===== src/rtl/proc_multicycle_pkg.sv =====
// Shared types for the multicycle processor:
// opcodes, FSM states, bus selects, decoder.
package proc_multicycle_pkg;

    localparam int IW = 9;

    typedef enum logic [2:0] {
        OP_MV   = 3'b000,
        OP_MVI  = 3'b001,
        OP_ADD  = 3'b010,
        OP_SUB  = 3'b011,
        OP_LD   = 3'b100,
        OP_ST   = 3'b101,
        OP_MVNZ = 3'b110,
        OP_AND  = 3'b111
    } opcode_t;

    typedef enum logic [2:0] {
        S_IDLE,
        S_F0,
        S_F1,
        S_DEC,
        S_E1,
        S_E2,
        S_E3
    } state_t;

    typedef enum logic [2:0] {
        BUS_DIN,
        BUS_RX,
        BUS_RY,
        BUS_G,
        BUS_PC
    } bus_sel_t;

    function automatic logic [7:0] dec3to8(input logic [2:0] s);
        dec3to8 = 8'b1 << s;
    endfunction

endpackage


===== src/rtl/proc_alu.sv =====
// ALU for add/sub/and with zero detect.
// Result wraps modulo 2^DW.
module proc_alu
    import proc_multicycle_pkg::*;
#(
    parameter int DW = 16
) (
    input  opcode_t         op,
    input  logic [DW-1:0]   a,
    input  logic [DW-1:0]   b,
    output logic [DW-1:0]   y,
    output logic            zero
);

    // result select and zero flag
    always_comb begin
        y = a + b;
        unique case (op)
            OP_SUB:  y = a - b;
            OP_AND:  y = a & b;
            default: y = a + b;
        endcase
        zero = (y == '0);
    end

endmodule


===== src/rtl/proc_multicycle.sv =====
// Multicycle processor: 8-reg file (R7 = PC),
// A/G datapath, self-fetching FSM.
module proc_multicycle
    import proc_multicycle_pkg::*;
#(
    parameter int DW = 16,
    parameter int AW = 5
) (
    input  logic            P_clock,
    input  logic            resetn,
    input  logic            run,
    input  logic [DW-1:0]   DIN,
    output logic [AW-1:0]   ADDR,
    output logic [DW-1:0]   DOUT,
    output logic            W,
    output logic            done,
    output logic [DW-1:0]   BusWires
);

    state_t         state;
    state_t         state_n;
    bus_sel_t       bus_sel;
    logic [IW-1:0]  ir;
    opcode_t        op;
    logic [2:0]     rx;
    logic [2:0]     ry;
    logic [7:0]     rx_oh;
    logic [7:0]     ry_oh;
    logic [DW-1:0]  r [8];
    logic [DW-1:0]  rx_val;
    logic [DW-1:0]  ry_val;
    logic [DW-1:0]  a;
    logic [DW-1:0]  g;
    logic [DW-1:0]  alu_y;
    logic           alu_z;
    logic           z_flag;
    logic           w_q;
    logic           rf_we;
    logic           a_we;
    logic           g_we;
    logic           ir_we;
    logic           pc_inc;
    logic           addr_we;
    logic           dout_we;
    logic           w_set;
    logic           last;

    assign op    = opcode_t'(ir[8:6]);
    assign rx    = ir[5:3];
    assign ry    = ir[2:0];
    assign rx_oh = dec3to8(rx);
    assign ry_oh = dec3to8(ry);

    // reset masks the last-cycle strobes so an aborted instruction never signals
    assign done = last & ~resetn;
    assign W    = w_q & ~resetn;

    // one-hot register read ports
    always_comb begin
        rx_val = '0;
        ry_val = '0;
        for (int i = 0; i < 8; i++) begin
            if (rx_oh[i]) rx_val |= r[i];
            if (ry_oh[i]) ry_val |= r[i];
        end
    end

    // single-driver bus, DIN when nothing else drives
    always_comb begin
        unique case (bus_sel)
            BUS_RX:  BusWires = rx_val;
            BUS_RY:  BusWires = ry_val;
            BUS_G:   BusWires = g;
            BUS_PC:  BusWires = r[7];
            default: BusWires = DIN;
        endcase
    end

    proc_alu #(.DW(DW)) u_alu (
        .op   (op),
        .a    (a),
        .b    (BusWires),
        .y    (alu_y),
        .zero (alu_z)
    );

    // FSM state register
    always_ff @(posedge P_clock) begin
        if (resetn) state <= S_IDLE;
        else        state <= state_n;
    end

    // next state and datapath controls
    always_comb begin
        state_n = state;
        bus_sel = BUS_DIN;
        rf_we   = 1'b0;
        a_we    = 1'b0;
        g_we    = 1'b0;
        ir_we   = 1'b0;
        pc_inc  = 1'b0;
        addr_we = 1'b0;
        dout_we = 1'b0;
        w_set   = 1'b0;
        last    = 1'b0;
        unique case (state)
            S_IDLE: if (run) state_n = S_F0;
            S_F0: begin
                bus_sel = BUS_PC;
                addr_we = 1'b1;
                pc_inc  = 1'b1;
                state_n = S_F1;
            end
            S_F1:  state_n = S_DEC;
            S_DEC: begin
                ir_we   = 1'b1;
                state_n = S_E1;
            end
            S_E1: begin
                state_n = S_E2;
                unique case (op)
                    OP_MV: begin
                        bus_sel = BUS_RY;
                        rf_we   = 1'b1;
                        last    = 1'b1;
                    end
                    OP_MVI: begin
                        bus_sel = BUS_PC;
                        addr_we = 1'b1;
                        pc_inc  = 1'b1;
                    end
                    OP_ADD, OP_SUB, OP_AND: begin
                        bus_sel = BUS_RX;
                        a_we    = 1'b1;
                    end
                    OP_LD: begin
                        bus_sel = BUS_RY;
                        addr_we = 1'b1;
                    end
                    OP_ST: begin
                        bus_sel = BUS_RY;
                        addr_we = 1'b1;
                        dout_we = 1'b1;
                        w_set   = 1'b1;
                    end
                    OP_MVNZ: begin
                        bus_sel = BUS_RY;
                        rf_we   = ~z_flag;
                        last    = 1'b1;
                    end
                endcase
            end
            S_E2: begin
                state_n = S_E3;
                unique case (op)
                    OP_ADD, OP_SUB, OP_AND: begin
                        bus_sel = BUS_RY;
                        g_we    = 1'b1;
                    end
                    OP_ST:   last = 1'b1;
                    default: ;
                endcase
            end
            S_E3: begin
                last = 1'b1;
                unique case (op)
                    OP_ADD, OP_SUB, OP_AND: begin
                        bus_sel = BUS_G;
                        rf_we   = 1'b1;
                    end
                    OP_MVI, OP_LD: rf_we = 1'b1;
                    default: ;
                endcase
            end
            default: state_n = S_IDLE;
        endcase
        if (last) state_n = run ? S_F0 : S_IDLE;
    end

    // register file, A/G, IR and memory interface registers
    always_ff @(posedge P_clock) begin
        if (resetn) begin
            for (int i = 0; i < 8; i++) r[i] <= '0;
            a      <= '0;
            g      <= '0;
            z_flag <= 1'b1;
            ir     <= '0;
            ADDR   <= '0;
            DOUT   <= '0;
            w_q    <= 1'b0;
        end else begin
            if (ir_we)   ir   <= DIN[DW-1 -: IW];
            if (a_we)    a    <= BusWires;
            if (addr_we) ADDR <= BusWires[AW-1:0];
            if (dout_we) DOUT <= rx_val;
            if (g_we) begin
                g      <= alu_y;
                z_flag <= alu_z;
            end
            w_q <= w_set;
            for (int i = 0; i < 8; i++) begin
                if (rf_we && rx_oh[i])
                    r[i] <= BusWires;
                else if (pc_inc && i == 7)
                    r[i] <= r[i] + DW'(1);
            end
        end
    end

endmodule


===== config.mk =====
export PLATFORM = sky130hd
export DESIGN_NAME = proc_multicycle
export DESIGN_NICKNAME = d
export VERILOG_FILES = /design/src/rtl/proc_multicycle_pkg.sv /design/src/rtl/proc_alu.sv /design/src/rtl/proc_multicycle.sv
export SDC_FILE = /design/constraint.sdc
export NUM_CORES = 1
export LEC_CHECK = 0
export ABC_AREA = 0
export BUFFER_PORTS_ARGS = -buffer_cell sky130_fd_sc_hd__buf_2
export CAP_MARGIN = 20
export CORE_MARGIN = 3
export CORE_UTILIZATION = 50
export DETAILED_ROUTE_END_ITERATION = 12
export HOLD_SLACK_MARGIN = 0.08
export PLACE_DENSITY = 0.67
export SKIP_CTS_REPAIR_TIMING = 1
export SYNTH_ARGS = -nofsm -noshare
export SYNTH_HDL_FRONTEND = slang
export SYNTH_HIERARCHICAL = 1
export SYNTH_SLANG_ARGS = --single-unit

===== constraint.sdc =====
create_clock -name P_clock -period 15.5 [get_ports P_clock]
set_input_delay 2.325 -clock P_clock [delete_from_list [all_inputs] [get_ports P_clock]]
set_output_delay 2.325 -clock P_clock [all_outputs]
set_load 0.005 [all_outputs]

==> results.yml, run 1 <==
status:
  status: "completed"
clock_tree:
  cts_tree: "built"
  htree_levels: 4
  cts_buffers: 17
  clock-root-buffer: "clkbuf_16"
  clkTransAtPathRegs_ns: 0.07
  clock-sinks: 195
  clock_latency_ns: 0.45
  clk_path_buf_depth: 2
synthesis:
  synthFlopType: "edfxtp_1"
  yosysMostFrequentCell: "nor2_1"
  synth_top_area_share: 0.315
  synth_commonest_cells: "182 x nor2_1, 128 x edfxtp_1, 91 x mux2i_1"
  synth_seq_cells: 195
  synth_area_per_cell_um2: 10.1
  ys_warn_count: 6
  ys_seq_area_frac: 0.425
  syn_inst: 1202
  async_reset_ff_frac: 0
  synth_edf_count: 128
  yosysTopAreaCell: "edfxtp_1"
  syn_area_um2: 12200
  postSynthNetCount: 1240
  ys_types: 81
  yosys-top-cells-area: "edfxtp_1 32%, dfxtp_1 11%, mux2i_1 7.5%, nor2_1 5.6%, mux4_2 3.3%"
global_route:
  grt_pass1_vias: 9638
  grt_max_degree: 73
  grt_usage: 0.292
  antenna_found_initial: 0
  grt_pass1_wl_um: 58100
  grt-ovfl-total: 0
critical_path:
  crit_chain: "inv_1 -> nand4_1 -> buf_4 -> o2bb2ai_1 -> o41ai_4 -> inv_1 -> nor4_1 -> nand2_1 -> nor3_1 -> a21oi_1 -> xnor2_1 -> ha_1 -> a21oi_1 -> o21ai_0 -> nor3_1 -> a21oi_1 -> xor2_1 -> o221ai_1 -> nor4_2 -> nand2_1 -> nand3b_1"
  cp.arrival_ns: 7.45
  critical-path-top-delay-family: "simple AND/OR/NAND/NOR gates"
  timing.rr.start: "state[1]"
  r2r_slack_ns: 8.44
  crit_type: "reg2reg"
  slowest_stage: "dfxtp_1"
  path_buf_inv: 3
  ff2ff_path_depth: 21
  reg2reg_to: "z_flag"
  cp.required_ns: 15.88
  cpPeakStageDelay_ns: 0.82
  startpoint_type: "register"
  crit_fanout: 29
  critPathCaptureType: "register"
  cpMostUsedCell: "a21oi_1"
power_and_ir_drop:
  p_leak_nw: 4.78
  power.density_nw_per_um2: 101
  ir_worst_vdd_mv: 0.0695
min_path:
  min-delay-start: "g[6]"
  hold_class: "reg2reg"
  min_path_cells: 2
  hold_end: "g[6]"
cells_and_area:
  nets: 1254
  diodes: 0
  n_fill_cell: 2103
  fin_area_um2: 13300
  drive_above_1_share: 0.142
  area_growth_pct: 8.94
  fin_cells: 1548
timing:
  layout_worst_path_cycle_share: 0.456
  setup_slack_ns: 8.44
  skew_ns: 0.0165
  grt_setup_unrepaired: "false"
  max_freq_ghz: 0.142
  tns_ns: 0
  hold_viol_final: 0
  slew_violations: 0
  final.min_clock_period_ns: 7.06
  setup_viol: 0
  slew_headroom: 0.255
  tightest_slew_ns: 1.12
  hold_slack_ns: 0.467
detailed_routing:
  drc: 0
  vias: 10134
  drt-pass1-iter-count: 6
  via_per_inst: 6.55
  wirelength_um: 38800
  drtIter0Drc: 1372
  routedWlPerCell_um: 25.1
  postRouteAntennaNets: 0
die:
  row_count: 56
  die_h_um: 162
  dieArea_um2: 26300
  start_util: 0.515
  fp.dieW_um: 162
  core_area_um2: 23700
  ios: 58
placement:
  place_area_um2: 12700
  port_buffers: 57
  gp_congestion: 0.960
  place_ws_ns: 8.67
  hpwlAfterDp_um: 27000
  place_inst: 1515
job:
  drv_cap: 0
tightest hold or removal path, stage by stage (launching register included):
cell and delay (ns):
dfxtp_1 0.32, nand2_1 0.05, a21oi_1 0.05
placed cells by master (no fill, tap or decap), types with 17 or more instances in the layout:
cell / instances
nor2_1: 182
edfxtp_1: 128
mux2i_1: 91
nand2_1: 75
a21oi_1: 71
dfxtp_1: 65
buf_2: 56
nor3_1: 47
o22ai_1: 41
inv_1: 32
a211oi_1: 27
nand3_1: 26
buf_4: 24
o21ai_0: 20
xnor2_1: 20
mux4_2: 18
ha_1: 18
clkbuf_16: 17
per-layer routing:
layer	vias to the layer above	track usage	wire length, um
li1	4547	-	-
met2	590	0.470	18200
met4	0	0.136	1720
met1	4899	0.389	15600
met5	-	0	0
met3	98	0.0477	3380
area by class of cell:
class | count | area, um^2 | area share
Inverter | 32 | 120 | 0.00905
Clock inverter | 13 | 134 | 0.0101
Multi-Input combinational cell | 887 | 6490 | 0.489
Timing Repair Buffer | 83 | 505 | 0.0381
Clock buffer | 19 | 443 | 0.0334
Tap cell | 319 | 399 | 0.0301
Sequential cell | 195 | 5190 | 0.391
kinds of logic after synthesis:
family	synth area share
AO/OA/AOI/OAI	0.188
buffers and inverters	0.0443
flip-flops	0.425
multiplexers	0.136
adder cells (fa/ha/maj)	0.0201
AND/OR/NAND/NOR	0.161
XOR/XNOR	0.0251
how the worst max path moves through the flow:
| stage | startpoint | endpoint | slack (ns) | cells past startpoint |
|---|---|---|---|---|
| CTS | state[1] | z_flag | 8.63 | 21 |
| global placement | state[1] | z_flag | 8.81 | 21 |
| floorplan | DIN[4] | z_flag | 9.80 | 19 |
| detailed placement | state[1] | z_flag | 8.67 | 21 |
| global route | state[1] | z_flag | 7.95 | 21 |
| finish | state[1] | z_flag | 8.44 | 21 |
state kept, by name, indices dropped and copies added (netlist names):
name and flops:
state 3, ADDR 5, z_flag 1, r 128, w_q 1, DOUT 16, ir 9, g 16
a 16
power by group:
group / switching (mW) / leakage, nW / internal [mW] / total, mW
Clock: 0.226 / 0.289 / 0.221 / 0.447
Combinational: 0.183 / 2.63 / 0.102 / 0.286
Sequential: 0.0267 / 1.86 / 0.579 / 0.606
per-stage QoR:
step / utilization / power [mW]
finish: 0.561 / 1.34
global route: 0.561 / 1.38
CTS: 0.560 / 1.33
detailed placement: 0.536 / 0.895
global placement: 0.534 / 0.892
floorplan: - / 0.805
Note: power is estimated with default switching activity, not from simulation.
==> run 2, diff against run 1 <==
==> constraint.sdc (replaced) <==
create_clock -name P_clock -period 6.7 [get_ports P_clock]
set_input_delay 1.005 -clock P_clock [delete_from_list [all_inputs] [get_ports P_clock]]
set_output_delay 1.005 -clock P_clock [all_outputs]
set_load 0.005 [all_outputs]
==> run 2 against run 1 <==
Compared with the run above:
- cell count is 0.97% higher
- clock-buffer cell count stayed put
- die area stayed put
- fmax is 16% higher
- sequential share of layout area is 0.30 points lower
- core utilization is 0.46 points higher
- worst hold slack better by 0.0012 ns
- sequential cell count stayed put
- via count is 0.68% lower
- worst setup slack worse by 7.8 ns
- highest routed layer is now met5
- largest power group unchanged
- critical path depth is 1 higher
- largest cell class unchanged
- clock skew is 0.0031 ns lower
==> results.yml, run 2 (synthesis results as in run 1) <==
detailed_routing:
  postRouteAntennaNets: 0
  drt-pass1-iter-count: 5
  drtIter0Drc: 1206
  via_per_inst: 6.44
  routedWlPerCell_um: 24.4
  drc: 0
  vias: 10065
  wirelength_um: 38200
placement:
  gp_congestion: 0.947
  hpwlAfterDp_um: 28100
  port_buffers: 57
critical_path:
  crit_fanout: 19
  ff2ff_path_depth: 22
  timing.rr.start: "ir[7]"
  cp.arrival_ns: 6.46
  slowest_stage: "dfxtp_1"
  critical-path-top-delay-family: "compound AO/OA/AOI/OAI gates"
  reg2reg_to: "z_flag"
  critPathCaptureType: "register"
  crit_chain: "nand4bb_1 -> o21ai_0 -> and3_1 -> o41ai_4 -> inv_1 -> inv_1 -> ha_1 -> nor2b_1 -> nand2_1 -> nor3_1 -> a21oi_1 -> xnor2_1 -> ha_1 -> a21oi_1 -> o21ai_0 -> nor3_1 -> a21oi_1 -> xor2_1 -> o221ai_1 -> nor4_2 -> nand2_1 -> nand3b_1"
  crit_type: "reg2reg"
  cpPeakStageDelay_ns: 0.70
  r2r_slack_ns: 0.63
  startpoint_type: "register"
  path_buf_inv: 2
  cp.required_ns: 7.09
  cpMostUsedCell: "a21oi_1"
cells_and_area:
  final_common_cell: "nor2_1"
  largest_reg_flops: 128
  drive_above_1_share: 0.151
  final_cell_mix: "182 x nor2_1, 128 x edfxtp_1, 91 x mux2i_1, 75 x nand2_1, 71 x a21oi_1"
  seq_area_um2: 5190
  nets: 1267
  utilization: 0.565
  top_register: "r"
  area_growth_pct: 9.84
  n_fill_cell: 2109
  multiInputGateArea_um2: 6480
clock_tree:
  clock-root-buffer: "clkbuf_16"
  cts_tree: "built"
  cts_buffers: 17
  clkTransAtPathRegs_ns: 0.08
  clk_path_buf_depth: 2
  clock_latency_ns: 0.44
  clock-sinks: 195
  htree_levels: 4
power_and_ir_drop:
  p_leak_nw: 4.86
  ir_worst_vdd_mv: 0.192
  clockPowerShare: 0.333
  comb_power_share: 0.215
  netSwitchingPower_mw: 0.991
  power_frac_seq: 0.452
  total_power_mw: 3.11
  power.density_nw_per_um2: 232
  p_sw_frac: 0.319
  p_int_mw: 2.12
global_route:
  global_route.usage.met1: 0.377
  grt_max_degree: 58
  grt_use_met3: 0.0393
  grt-busiest-layer: "met2"
  grt_pass1_wl_um: 57800
  use_met2: 0.475
  grt_pass1_vias: 9798
  grt-ovfl-total: 0
  grt_usage: 0.288
  antenna_found_initial: 1
die:
  fp.dieW_um: 162
  ios: 58
  row_count: 56
  core_area_um2: 23700
  dieArea_um2: 26300
  start_util: 0.515
  die_h_um: 162
timing:
  slew_headroom: 0.229
  final.min_clock_period_ns: 6.07
  skew_ns: 0.0134
  tightest_slew_ns: 1.16
  tns_ns: 0
  setup_viol: 0
  slew_violations: 0
  hold_viol_final: 0
  max_freq_ghz: 0.165
  grt_setup_unrepaired: "false"
  layout_worst_path_cycle_share: 0.906
min_path:
  min-delay-start: "g[8]"
  hold_end: "g[8]"
  min_path_cells: 2
  hold_class: "reg2reg"
status:
  status: "completed"
job:
  drv_cap: 0
## run 2: cell types whose count changed in the layout (fill, tap and decap cells not counted), moves of 2 or more
cell      previous run  this run
buf_4               24        38
buf_8                3         1
clkinv_4             1         5
diode_2              0         2
inv_4                3         0
inv_8                5         3
## run 2: cell type report
class	count	area share
clock buffers	19	0.0338
diodes	2	0.000374
flip-flops and latches	195	0.388
well taps	319	0.0298
clock inverters	13	0.0100
multi-input cells	887	0.484
repair buffers	96	0.0449
inverters	32	0.00897
## run 2: power groups by stage
stage          registers (mW)  logic [mW]  clock network, mW
4_1_cts                  1.40       0.660               1.04
2_1_floorplan            1.40       0.465                  0
3_3_place_gp             1.43       0.653                  0
6_report                 1.41       0.670               1.03
3_5_place_dp             1.43       0.656                  0
5_1_grt                  1.41       0.719               1.08
## run 2: worst max path at each step
stage	start	endpoint	slack (ns)	depth (start not counted)
after floorplan	ir[3]	z_flag	1.75	24
after global placement	ir[3]	z_flag	0.68	20
after detailed placement	ir[3]	z_flag	0.67	20
after CTS	ir[3]	z_flag	0.62	20
after global routing	ir[8]	z_flag	0.14	23
final	ir[7]	z_flag	0.63	22
## run 2: through the flow
stage                     hold slack (ns)  setup WS, ns  std cells  instance area, um^2
after detailed placement            0.450         0.669       1528                12800
final                               0.468         0.627       1563                13400
after global routing                0.477         0.137       1563                13400
after global placement              0.448         0.681       1527                12800
after floorplan                     0.429          1.75       1202                12200
after CTS                           0.468         0.620       1560                13400
## run 2: routing by layer
layer	routed length, um	part of all wire
met5	16	0.00042
met4	1950	0.051
met3	2710	0.071
met2	18100	0.47
met1	15500	0.40
## run 2: worst reg2reg max path, delay by kind of cell, from the launching register on
family | cells | cell delay (ns)
AND/OR/NAND/NOR | 9 | 1.83
flip-flops | 1 | 0.70
buffers and inverters | 2 | 0.34
AO/OA/AOI/OAI | 7 | 2.10
adder cells (fa/ha/maj) | 2 | 0.54
XOR/XNOR | 2 | 0.50
==> run 3, diff against run 2 <==
--- a/config.mk
+++ b/config.mk
@@ -13,6 +13,7 @@
 export DETAILED_ROUTE_END_ITERATION = 12
 export HOLD_SLACK_MARGIN = 0.08
 export PLACE_DENSITY = 0.67
+export RECOVER_POWER = 50
 export SKIP_CTS_REPAIR_TIMING = 1
 export SYNTH_ARGS = -nofsm -noshare
 export SYNTH_HDL_FRONTEND = slang
==> run 3 against run 2 <==
Compared with the run above:
- the run now ends with max-capacitance violations, max-slew violations left
- clock power is essentially flat
- core utilization shrank 0.76 points
- register-to-register slack lost 0.09 ns
- fmax shrank 1.5%
- cell area shrank 1.3%
- die area is the same
- global-route usage is the same
- sequential share of layout area grew 0.53 points
- clock skew shrank 0.00093 ns
- non-clock buffer count is the same
- critical endpoint unchanged
==> results.yml, run 3 (synthesis results as in run 1) <==
status:
  status: "finished, violations left"
  violations: "max-capacitance violations, max-slew violations"
cells_and_area:
  n_fill_cell: 2155
  seq_area_um2: 5190
  final_common_cell: "nor2_1"
  nets: 1267
  utilization: 0.558
  area_growth_pct: 8.37
  fin_area_um2: 13200
  largest_reg_flops: 128
  multiInputGateArea_um2: 6350
  final_cell_mix: "182 x nor2_1, 128 x edfxtp_1, 93 x mux2i_1, 75 x nand2_1, 71 x a21oi_1"
  top_register: "r"
  drive_above_1_share: 0.125
  fin_cells: 1563
critical_path:
  crit_fanout: 18
  crit_type: "reg2reg"
  r2r_slack_ns: 0.54
  cp.arrival_ns: 6.55
  cp.required_ns: 7.08
  startpoint_type: "register"
  critPathCaptureType: "register"
timing:
  slew_violations: 56
  tns_ns: 0
  final.min_clock_period_ns: 6.16
  tightest_slew_ns: 2.51
  layout_worst_path_cycle_share: 0.920
  grt_setup_unrepaired: "false"
  setup_slack_ns: 0.536
  setup_viol: 0
  max_freq_ghz: 0.162
  slew_headroom: -0.671
  hold_viol_final: 0
  skew_ns: 0.0124
global_route:
  grt_pass1_wl_um: 57800
  antenna_found_initial: 1
  grt-ovfl-total: 0
  grt_pass1_vias: 9798
  grt_usage: 0.288
  grt_max_degree: 58
clock_tree:
  clk_path_buf_depth: 2
  htree_levels: 4
  clock_latency_ns: 0.44
  clock-sinks: 195
  cts_tree: "built"
  cts_buffers: 17
  clock-root-buffer: "clkbuf_16"
  clkTransAtPathRegs_ns: 0.08
detailed_routing:
  drt-pass1-iter-count: 6
  drtIter0Drc: 1220
  wl_met1_um: 15600
  postRouteAntennaNets: 0
  route.met3.wl_um: 2670
  met2_length_um: 17900
  top_layer_used: "met5"
  via_per_inst: 6.42
  wirelength_um: 38200
  routedWlPerCell_um: 24.4
  drc: 0
  vias: 10039
placement:
  port_buffers: 57
  gp_congestion: 0.947
  place_area_um2: 12800
  place_ws_ns: 0.669
  hpwlAfterDp_um: 28100
  place_inst: 1528
min_path:
  hold_class: "reg2reg"
die:
  row_count: 56
  die_h_um: 162
  ios: 58
  fp.dieW_um: 162
  dieArea_um2: 26300
  core_area_um2: 23700
  start_util: 0.515
power_and_ir_drop:
  p_leak_nw: 4.74
  ir_worst_vdd_mv: 0.192
  power.density_nw_per_um2: 234
job:
  drv_cap: 1
==> run 3: final cells by class <==
| type | instances | area share |
|---|---|---|
| diodes | 2 | 0.000379 |
| clock buffers | 19 | 0.0343 |
| clock inverters | 13 | 0.0101 |
| inverters | 32 | 0.00909 |
| multi-input cells | 887 | 0.481 |
| flip-flops and latches | 195 | 0.393 |
| well taps | 319 | 0.0302 |
| repair buffers | 96 | 0.0417 |
==> run 3: metal layers <==
layer | vias to the layer above | global-route usage
met4 | 2 | 0.138
li1 | 4569 | -
met3 | 118 | 0.0393
met1 | 4889 | 0.377
met5 | - | 0
met2 | 461 | 0.475
==> run 3: metrics by stage <==
| step | hold slack, ns | power (mW) |
|---|---|---|
| final | 0.467 | 3.09 |
| after global routing | 0.477 | 3.19 |
| after CTS | 0.468 | 3.10 |
| after detailed placement | 0.450 | 2.09 |
| after global placement | 0.448 | 2.08 |
| after floorplan | 0.429 | 1.86 |
==> run 3: path summary, 6_finish.rpt <==
| kind | from | to | depth (start not counted) |
|---|---|---|---|
| setup / recovery | ir[8] | z_flag | 20 |
| hold / removal | g[8] | g[8] | 2 |
| setup reg to reg | ir[8] | z_flag | 20 |
| hold reg to reg | g[8] | g[8] | 2 |
==> run 3: worst max-delay path, stage by stage (launching register included) <==
cell	delay (ns)
dfxtp_1	0.70
o21ba_1	0.24
o32ai_1	1.15
o211a_1	0.38
o41ai_4	0.17
inv_1	0.20
inv_1	0.08
ha_1	0.19
nor2b_1	0.16
a21oi_1	0.20
xnor2_1	0.14
ha_1	0.32
a21o_1	0.22
a31o_2	0.27
o311ai_0	0.59
a21oi_1	0.21
xor2_1	0.36
o221ai_1	0.20
nor4_2	0.15
nand2_1	0.08
nand3b_1	0.10
==> run 3: where the power goes <==
group	internal, mW	switching, mW	leakage (nW)
clock network	0.529	0.503	0.295
logic	0.235	0.416	2.58
registers	1.34	0.0650	1.86
